## src/rtl/irq_ctrl_pkg.sv

```systemverilog
// Shared types and constants for the Mackerel interrupt controller.
// Consumers: irq_ctrl_if, irq_ctrl, irq_timer.
package irq_ctrl_pkg;

    localparam logic [1:0] REG_MASK = 2'd0;
    localparam logic [1:0] REG_AVEC = 2'd1;
    localparam logic [1:0] REG_TCTL = 2'd2;
    localparam logic [1:0] REG_PEND = 2'd3;

    typedef logic [2:0] level_t;

    typedef enum logic {
        IDLE,
        RESP
    } state_t;

    typedef enum logic [1:0] {
        NONE,
        AVEC,
        VEC,
        SPUR
    } resp_t;

    // Bit 0 of the set is unused; level 0 means "nothing pending".
    function automatic level_t highest_level(input logic [7:0] set);
        level_t top;
        top = '0;
        for (int l = 1; l < 8; l++) begin
            if (set[l]) top = level_t'(l);
        end
        return top;
    endfunction

endpackage

```

## src/rtl/irq_ctrl_if.sv

```systemverilog
// CPU-side and register-side signal bundle for irq_ctrl.
// master = CPU/decoder side, slave = the interrupt controller.
interface irq_ctrl_if #(
    parameter int NUM_SRC = 4
);
    import irq_ctrl_pkg::*;

    logic [NUM_SRC-1:0] IRQ_N;
    logic               AS_N;
    logic [2:0]         FC;
    level_t             ADDR_L;
    logic               REG_WE;
    logic [1:0]         REG_ADDR;
    logic [7:0]         REG_WDATA;
    logic [7:0]         REG_RDATA;
    logic [2:0]         IPL_N;
    logic [NUM_SRC-1:0] IACK_N;
    logic               VPA_N;
    logic               BERR_N;

    modport master (
        output IRQ_N, AS_N, FC, ADDR_L, REG_WE, REG_ADDR, REG_WDATA,
        input  REG_RDATA, IPL_N, IACK_N, VPA_N, BERR_N
    );

    modport slave (
        input  IRQ_N, AS_N, FC, ADDR_L, REG_WE, REG_ADDR, REG_WDATA,
        output REG_RDATA, IPL_N, IACK_N, VPA_N, BERR_N
    );

endinterface

```

## src/rtl/irq_timer.sv

```systemverilog
// Periodic tick source: counts TIMER_DIV clocks while enabled and latches a pending flag.
// Instantiated by irq_ctrl only when IRQ_CTRL_TIMER_EN is defined.
module irq_timer #(
    parameter int TIMER_DIV   = 200000,
    parameter int TIMER_WIDTH = 18
) (
    input  logic CLK,
    input  logic RST,
    input  logic en,
    input  logic clr_pend,
    output logic pend
);

    logic [TIMER_WIDTH-1:0] count;
    logic                   tick;

    assign tick = en && (count == TIMER_WIDTH'(TIMER_DIV - 1));

    // Disabling parks the count at zero so re-enabling gives a full period.
    always_ff @(posedge CLK) begin
        if (RST)              count <= '0;
        else if (!en || tick) count <= '0;
        else                  count <= count + TIMER_WIDTH'(1);
    end

    // A tick in the same cycle as a clear keeps the flag set.
    always_ff @(posedge CLK) begin
        if (RST)           pend <= 1'b0;
        else if (tick)     pend <= 1'b1;
        else if (clr_pend) pend <= 1'b0;
    end

endmodule

```

## src/rtl/irq_ctrl.sv

```systemverilog
// 68000 interrupt controller: IPL encoding plus vectored/autovector/spurious IACK response.
// Optional periodic timer source enabled by defining IRQ_CTRL_TIMER_EN.
module irq_ctrl
    import irq_ctrl_pkg::*;
#(
    parameter int NUM_SRC     = 4,
    parameter int TIMER_DIV   = 200000,
    parameter int TIMER_WIDTH = 18,
    parameter int TIMER_LEVEL = 7
) (
    input logic       CLK,
    input logic       RST,
    irq_ctrl_if.slave bus
);

    logic [NUM_SRC-1:0] irq_p0, irq_p1;
    logic [NUM_SRC-1:0] mask, avec, pend_src;
    logic [NUM_SRC-1:0] resp_sel, resp_sel_nx;
    state_t             state, state_nx;
    resp_t              resp_kind, resp_kind_nx;
    logic               iack, tim_pend, tim_hit;
    logic [7:0]         lvl_set, rdata;
    logic [2:0]         ipl_n;
    logic [NUM_SRC-1:0] iack_n;
    logic               vpa_n, berr_n;
    logic               unused_wdata;

    assign unused_wdata = ^bus.REG_WDATA;
    assign iack         = (bus.FC == 3'b111) && !bus.AS_N;

    // Stage p0/p1: two-flop synchroniser, inverted to active-high
    always_ff @(posedge CLK) begin
        irq_p0 <= ~bus.IRQ_N;
        irq_p1 <= irq_p0;
    end

    assign pend_src = irq_p1 & mask;

    always_ff @(posedge CLK) begin
        if (RST) begin
            mask <= '0;
            avec <= '0;
        end else if (bus.REG_WE) begin
            if (bus.REG_ADDR == REG_MASK) mask <= bus.REG_WDATA[NUM_SRC-1:0];
            if (bus.REG_ADDR == REG_AVEC) avec <= bus.REG_WDATA[NUM_SRC-1:0];
        end
    end

`ifdef IRQ_CTRL_TIMER_EN
    logic tim_en, tim_clr;

    always_ff @(posedge CLK) begin
        if (RST)                                           tim_en <= 1'b0;
        else if (bus.REG_WE && bus.REG_ADDR == REG_TCTL)   tim_en <= bus.REG_WDATA[0];
    end

    // Pending is cleared either by software or by the CPU taking the timer IACK.
    assign tim_clr = (bus.REG_WE && bus.REG_ADDR == REG_TCTL && bus.REG_WDATA[1])
                   || (state == IDLE && iack && tim_hit);
    assign tim_hit = (bus.ADDR_L == level_t'(TIMER_LEVEL)) && tim_pend;

    irq_timer #(
        .TIMER_DIV  (TIMER_DIV),
        .TIMER_WIDTH(TIMER_WIDTH)
    ) u_timer (
        .CLK     (CLK),
        .RST     (RST),
        .en      (tim_en),
        .clr_pend(tim_clr),
        .pend    (tim_pend)
    );
`else
    assign tim_pend = 1'b0;
    assign tim_hit  = 1'b0;
`endif

    assign lvl_set = {{(7 - NUM_SRC){1'b0}}, pend_src, 1'b0}
                   | (8'(tim_pend) << TIMER_LEVEL);

    // Stage p2: registered priority encode onto IPL_N
    always_ff @(posedge CLK) begin
        if (RST) ipl_n <= 3'b111;
        else     ipl_n <= ~highest_level(lvl_set);
    end

    always_comb begin
        rdata = '0;
        case (bus.REG_ADDR)
            REG_MASK: rdata[NUM_SRC-1:0] = mask;
            REG_AVEC: rdata[NUM_SRC-1:0] = avec;
`ifdef IRQ_CTRL_TIMER_EN
            REG_TCTL: rdata[1:0] = {tim_pend, tim_en};
`endif
            REG_PEND: rdata[NUM_SRC-1:0] = irq_p1;
            default:  rdata = '0;
        endcase
    end

    // Response decode for the level on ADDR_L; only latched on IACK entry.
    always_comb begin
        resp_kind_nx = SPUR;
        resp_sel_nx  = '0;
        if (tim_hit) begin
            resp_kind_nx = AVEC;
        end else begin
            for (int i = 0; i < NUM_SRC; i++) begin
                if (bus.ADDR_L == level_t'(i + 1) && pend_src[i]) begin
                    resp_kind_nx   = avec[i] ? AVEC : VEC;
                    resp_sel_nx[i] = 1'b1;
                end
            end
        end
    end

    always_ff @(posedge CLK) begin
        if (RST)                        resp_kind <= NONE;
        else if (state == IDLE && iack) resp_kind <= resp_kind_nx;
    end

    always_ff @(posedge CLK) begin
        if (state == IDLE && iack) resp_sel <= resp_sel_nx;
    end

    always_ff @(posedge CLK) begin
        if (RST) state <= IDLE;
        else     state <= state_nx;
    end

    always_comb begin
        state_nx = state;
        case (state)
            IDLE:    if (iack)       state_nx = RESP;
            RESP:    if (bus.AS_N)   state_nx = IDLE;
            default: state_nx = IDLE;
        endcase
    end

    always_comb begin
        vpa_n  = 1'b1;
        berr_n = 1'b1;
        iack_n = '1;
        if (state == RESP) begin
            case (resp_kind)
                AVEC:    vpa_n  = 1'b0;
                VEC:     iack_n = ~resp_sel;
                SPUR:    berr_n = 1'b0;
                default: vpa_n  = 1'b1;
            endcase
        end
    end

    assign bus.REG_RDATA = rdata;
    assign bus.IPL_N     = ipl_n;
    assign bus.IACK_N    = iack_n;
    assign bus.VPA_N     = vpa_n;
    assign bus.BERR_N    = berr_n;

endmodule

```

## src/flat_wrapper.sv

```systemverilog
// flat-port wrapper written by rule: the top's interface ports become plain ports
module irq_ctrl_flat import irq_ctrl_pkg::*;
#(
    parameter int NUM_SRC     = 4,
    parameter int TIMER_DIV   = 200000,
    parameter int TIMER_WIDTH = 18,
    parameter int TIMER_LEVEL = 7
)
  (CLK, RST, bus_IRQ_N, bus_AS_N, bus_FC, bus_ADDR_L, bus_REG_WE, bus_REG_ADDR, bus_REG_WDATA, bus_REG_RDATA, bus_IPL_N, bus_IACK_N, bus_VPA_N, bus_BERR_N);
  irq_ctrl_if #(.NUM_SRC(NUM_SRC)) bus_i ();
  input logic CLK;
  input logic RST;
  input wire logic [$bits(bus_i.IRQ_N)-1:0] bus_IRQ_N;
  input wire logic [$bits(bus_i.AS_N)-1:0] bus_AS_N;
  input wire logic [$bits(bus_i.FC)-1:0] bus_FC;
  input wire logic [$bits(bus_i.ADDR_L)-1:0] bus_ADDR_L;
  input wire logic [$bits(bus_i.REG_WE)-1:0] bus_REG_WE;
  input wire logic [$bits(bus_i.REG_ADDR)-1:0] bus_REG_ADDR;
  input wire logic [$bits(bus_i.REG_WDATA)-1:0] bus_REG_WDATA;
  output wire logic [$bits(bus_i.REG_RDATA)-1:0] bus_REG_RDATA;
  output wire logic [$bits(bus_i.IPL_N)-1:0] bus_IPL_N;
  output wire logic [$bits(bus_i.IACK_N)-1:0] bus_IACK_N;
  output wire logic [$bits(bus_i.VPA_N)-1:0] bus_VPA_N;
  output wire logic [$bits(bus_i.BERR_N)-1:0] bus_BERR_N;
  assign bus_i.IRQ_N = bus_IRQ_N;
  assign bus_i.AS_N = bus_AS_N;
  assign bus_i.FC = bus_FC;
  assign bus_i.ADDR_L = bus_ADDR_L;
  assign bus_i.REG_WE = bus_REG_WE;
  assign bus_i.REG_ADDR = bus_REG_ADDR;
  assign bus_i.REG_WDATA = bus_REG_WDATA;
  assign bus_REG_RDATA = bus_i.REG_RDATA;
  assign bus_IPL_N = bus_i.IPL_N;
  assign bus_IACK_N = bus_i.IACK_N;
  assign bus_VPA_N = bus_i.VPA_N;
  assign bus_BERR_N = bus_i.BERR_N;
  irq_ctrl #(.NUM_SRC(NUM_SRC), .TIMER_DIV(TIMER_DIV), .TIMER_WIDTH(TIMER_WIDTH), .TIMER_LEVEL(TIMER_LEVEL)) u_core (.CLK(CLK), .RST(RST), .bus(bus_i));
endmodule
```

## config.mk

```make
export PLATFORM = sky130hd
export DESIGN_NAME = irq_ctrl_flat
export DESIGN_NICKNAME = d
export VERILOG_FILES = /design/src/rtl/irq_ctrl_pkg.sv /design/src/rtl/irq_ctrl_if.sv /design/src/rtl/irq_timer.sv /design/src/rtl/irq_ctrl.sv /design/src/flat_wrapper.sv
export SDC_FILE = /design/constraint.sdc
export NUM_CORES = 1
export LEC_CHECK = 0
export CORE_ASPECT_RATIO = 1.2
export CORE_MARGIN = 4
export CORE_UTILIZATION = 30
export DETAILED_ROUTE_END_ITERATION = 10
export PLACE_DENSITY_LB_ADDON = 0.08
export RECOVER_POWER = 100
export SYNTH_ARGS = -nofsm -noshare
export SYNTH_HDL_FRONTEND = slang
export SYNTH_SLANG_ARGS = --single-unit
export TNS_END_PERCENT = 1
```

## constraint.sdc

```tcl
create_clock -name CLK -period 1.8 [get_ports CLK]
set_input_delay 0.27 -clock CLK [delete_from_list [all_inputs] [get_ports CLK]]
set_output_delay 0.27 -clock CLK [all_outputs]
set_load 0.01 [all_outputs]
```

==> impl_results.md <==
- Status: finished, final reports clean
- Via count: 872
- Post-Syn Area: between 1000 and 1500 sq um
- GPL Wtd Cong: between 0.6 and 0.7
- Max-cap viol count: 0
- Reg power frac: 0.584
- I/O pin count: 41
- Grt total ovfl: 0
- Net Sw Power: approximately 0.23 mW
- CTS Buf Count: 3
- Total Routing Usage GR: 0.104
- Maximum clock insertion buffer count: 2
- # rows: 24
- First-pass GRT wire length: 3.82 mm
- Clock sink total: 26
- Number of antenna violations at the first check in global routing: 0
- Mean Syn Cell Area: between 10 and 15 sq um
- # port buffers: 32
- CP Data Arrival Time: ~1500 ps
- Number of diodes: 0
- Synth area leader: dfxtp_1
- PnR Total Power: between 1 and 1.5 mW
- Comb power frac: 0.112
- PnR worst setup slack: 64.1 ps
- Hold Violations, Final: 0
- Count of state elements after synthesis: 26
- Final antenna-violating net count: 0
- Number of distinct library cells after synthesis: 35
- Reg-to-reg critical path startpoint: u_core.state$_SDFF_PP0_
- Pint: 0.827 mW
- Largest net degree at the start of global routing: 15
- Reg clk slew, reported paths: 80 ps
- Dpl ws: -186 ps
- CP Launch Point: u_core.resp_kind[0]$_SDFFE_PP0P_
- Setup Skew: 2.21 ps
- Final Cell Area: approximately 1500 sq um
- Clock Power Share: 0.304
- DR vias/cell: roughly 4.3
- DIE HEIGHT: 75.2 um
- Top cell type's share of synthesized area: 0.390
- Critical Path Fanout Max: 4
- Mapped Cells: 112
- TritonCTS clock tree: built
- Hold Slack: 332 ps
- H-tree depth: 1
- Critical path required time: 1530 ps
- Starting Density: 0.311
- Area delta synth->final: 33.8%
- Die Area: about 4800 sq um
- Total wire length: between 2 and 2.5 mm
- Clock root buffer: clkbuf_8
- Nets: 174
- Seq/Total Area, Yosys: 0.497
- Switching portion of total power: 0.221
- Crit-path leading delay family: buffers and inverters
- Startpoint Class: register
- Class of the worst hold path: register to register
- CP Cell Sequence: inv_1, and3_2, nand2_1, clkdlybuf4s50_1
- Final Cycle Share: 0.964
- Share of layout cells above drive strength 1: 0.0805
- Worst-Skew Late Latency: 260 ps
- Pwr/cell area: 703 nW/um^2
- Fmax: 576 MHz
- CP max stage cell: clkdlybuf4s50_1
- DRC: 0
- CORE AREA: 3630 sq um
- Die Width: 64.0 um
- Synth top area cells: dfxtp_1, mux2i_1, edfxtp_1
- Crit end category: output port
- Final setup viols: 0
- Yosys Warn Count: 0
- Max_slew headroom: 0.535
- Slew Viols, Final: 0
- Hold Crit Start: u_core.irq_p0[1]$_DFF_P_
- RSZ-0062 raised after global routing: false
- Wirelength per Cell: 11.7 um
- DRT Pass-1 Iters: 4
- LEAKAGE: 0.588 nW
- Worst slew pin tran: around 700 ps
- DR iter-0 viols: 12
- Post-route minimum period: 1740 ps
- Worst vdd ir: 0.000325 V
- Critical path type: register to output port
- Critical path buffer and inverter count: 2
- Hpwl dp: 1.95 mm
- Number of global-route vias before repair: 856
- Crit path largest cell delay: 530 ps
- Placed Area: 1520 sq um
## power by group through the flow
stage / logic [mW] / clock network, mW / registers [mW]
after global routing: 0.133 / 0.370 / 0.623
final: 0.119 / 0.322 / 0.620
after floorplan: 0.0661 / 0 / 0.631
after detailed placement: 0.137 / 0 / 0.634
after CTS: 0.133 / 0.340 / 0.620
after global placement: 0.136 / 0 / 0.633
## final cells by class
| class | instances | area (sq um) |
|---|---|---|
| Sequential cell | 26 | 561 |
| Clock inverter | 1 | 3.75 |
| Timing Repair Buffer | 37 | 342 |
| Clock buffer | 3 | 41.3 |
| Multi-Input combinational cell | 72 | 460 |
| Fill cell | 393 | 2120 |
| Tap cell | 52 | 65.1 |
| Inverter | 10 | 37.5 |
## cell usage in the layout, fill, tap and decap left out, types with 5 or more instances in the layout
cell type / n
nand3_1: 5
nor2_1: 10
mux2i_1: 12
o21ai_0: 6
clkdlybuf4s50_1: 12
dfxtp_1: 22
nand2_1: 8
inv_1: 10
dlygate4sd3_1: 12
## what timing repair did
item / 4_1_cts / 5_1_grt
setup buffers: 0 / 0
resized for setup: 5 / 4
endpoints found under the setup margin: 4 / 4
hold buffers: 0 / 0
## cell families after synthesis
kind of cell           after synthesis  share of synthesized area
flip-flops                          26                      0.497
AND/OR/NAND/NOR                     42                      0.234
AO/OA/AOI/OAI                       14                     0.0876
other                                1                    0.00332
buffers and inverters               17                     0.0721
multiplexers                        12                      0.106
## metrics by stage
stage / utilization / cells / setup TNS, ps
floorplan: - / 115 / 0
global placement: 0.418 / 197 / -715
detailed placement: 0.418 / 197 / -709
CTS: 0.429 / 201 / 0
global route: 0.416 / 201 / 0
finish: 0.416 / 201 / 0
## path summary, 6_finish.rpt
kind	slack [ps]	depth (start not counted)	to
worst max-delay path	60	4	bus_IACK_N[3]
worst max register to register	150	3	u_core.resp_sel[3]$_DFFE_PP_
worst min-delay path	330	0	u_core.irq_p1[1]$_DFF_P_
worst min register to register	330	0	u_core.irq_p1[1]$_DFF_P_
## flip-flops by register name, summed over array words and instances (netlist names)
| register | cells |
|---|---|
| u_core.resp_kind | 2 |
| u_core.avec | 4 |
| u_core.bus.IPL_N | 3 |
| u_core.irq_p0 | 4 |
| u_core.irq_p1 | 4 |
| u_core.resp_sel | 4 |
| u_core.mask | 4 |
| u_core.state | 1 |
## per-layer routing
layer | track usage | wire (um)
met5 | 0 | 0
met4 | 0.0576 | 43
met3 | 0.0209 | 126
met2 | 0.183 | 1130
met1 | 0.120 | 1050
## synthesized netlist by cell type
library cell and instances:
and3_2 1, conb_1 1, nor4b_2 1, nand2b_4 1, inv_1 10, o21ai_0 6
nor4_1 1, nor3_4 1, nand3b_1 3, nand3_1 5, buf_4 4, or3b_2 1
and2_1 1, nor3_1 1, mux2i_1 12, nor3b_2 2, or2_2 1, nand2_2 1
clkbuf_1 1, nor2b_4 1, nand2b_1 1, dfxtp_1 22, buf_2 2, a21oi_1 2
nor2_1 10, o21a_1 1, nand4_1 1, edfxtp_1 4, o31a_1 1, a311oi_1 1
and3_1 1, o41ai_2 1, nand2_1 8, a221oi_1 1, a22o_1 1
(Power assumes the default switching activity.)
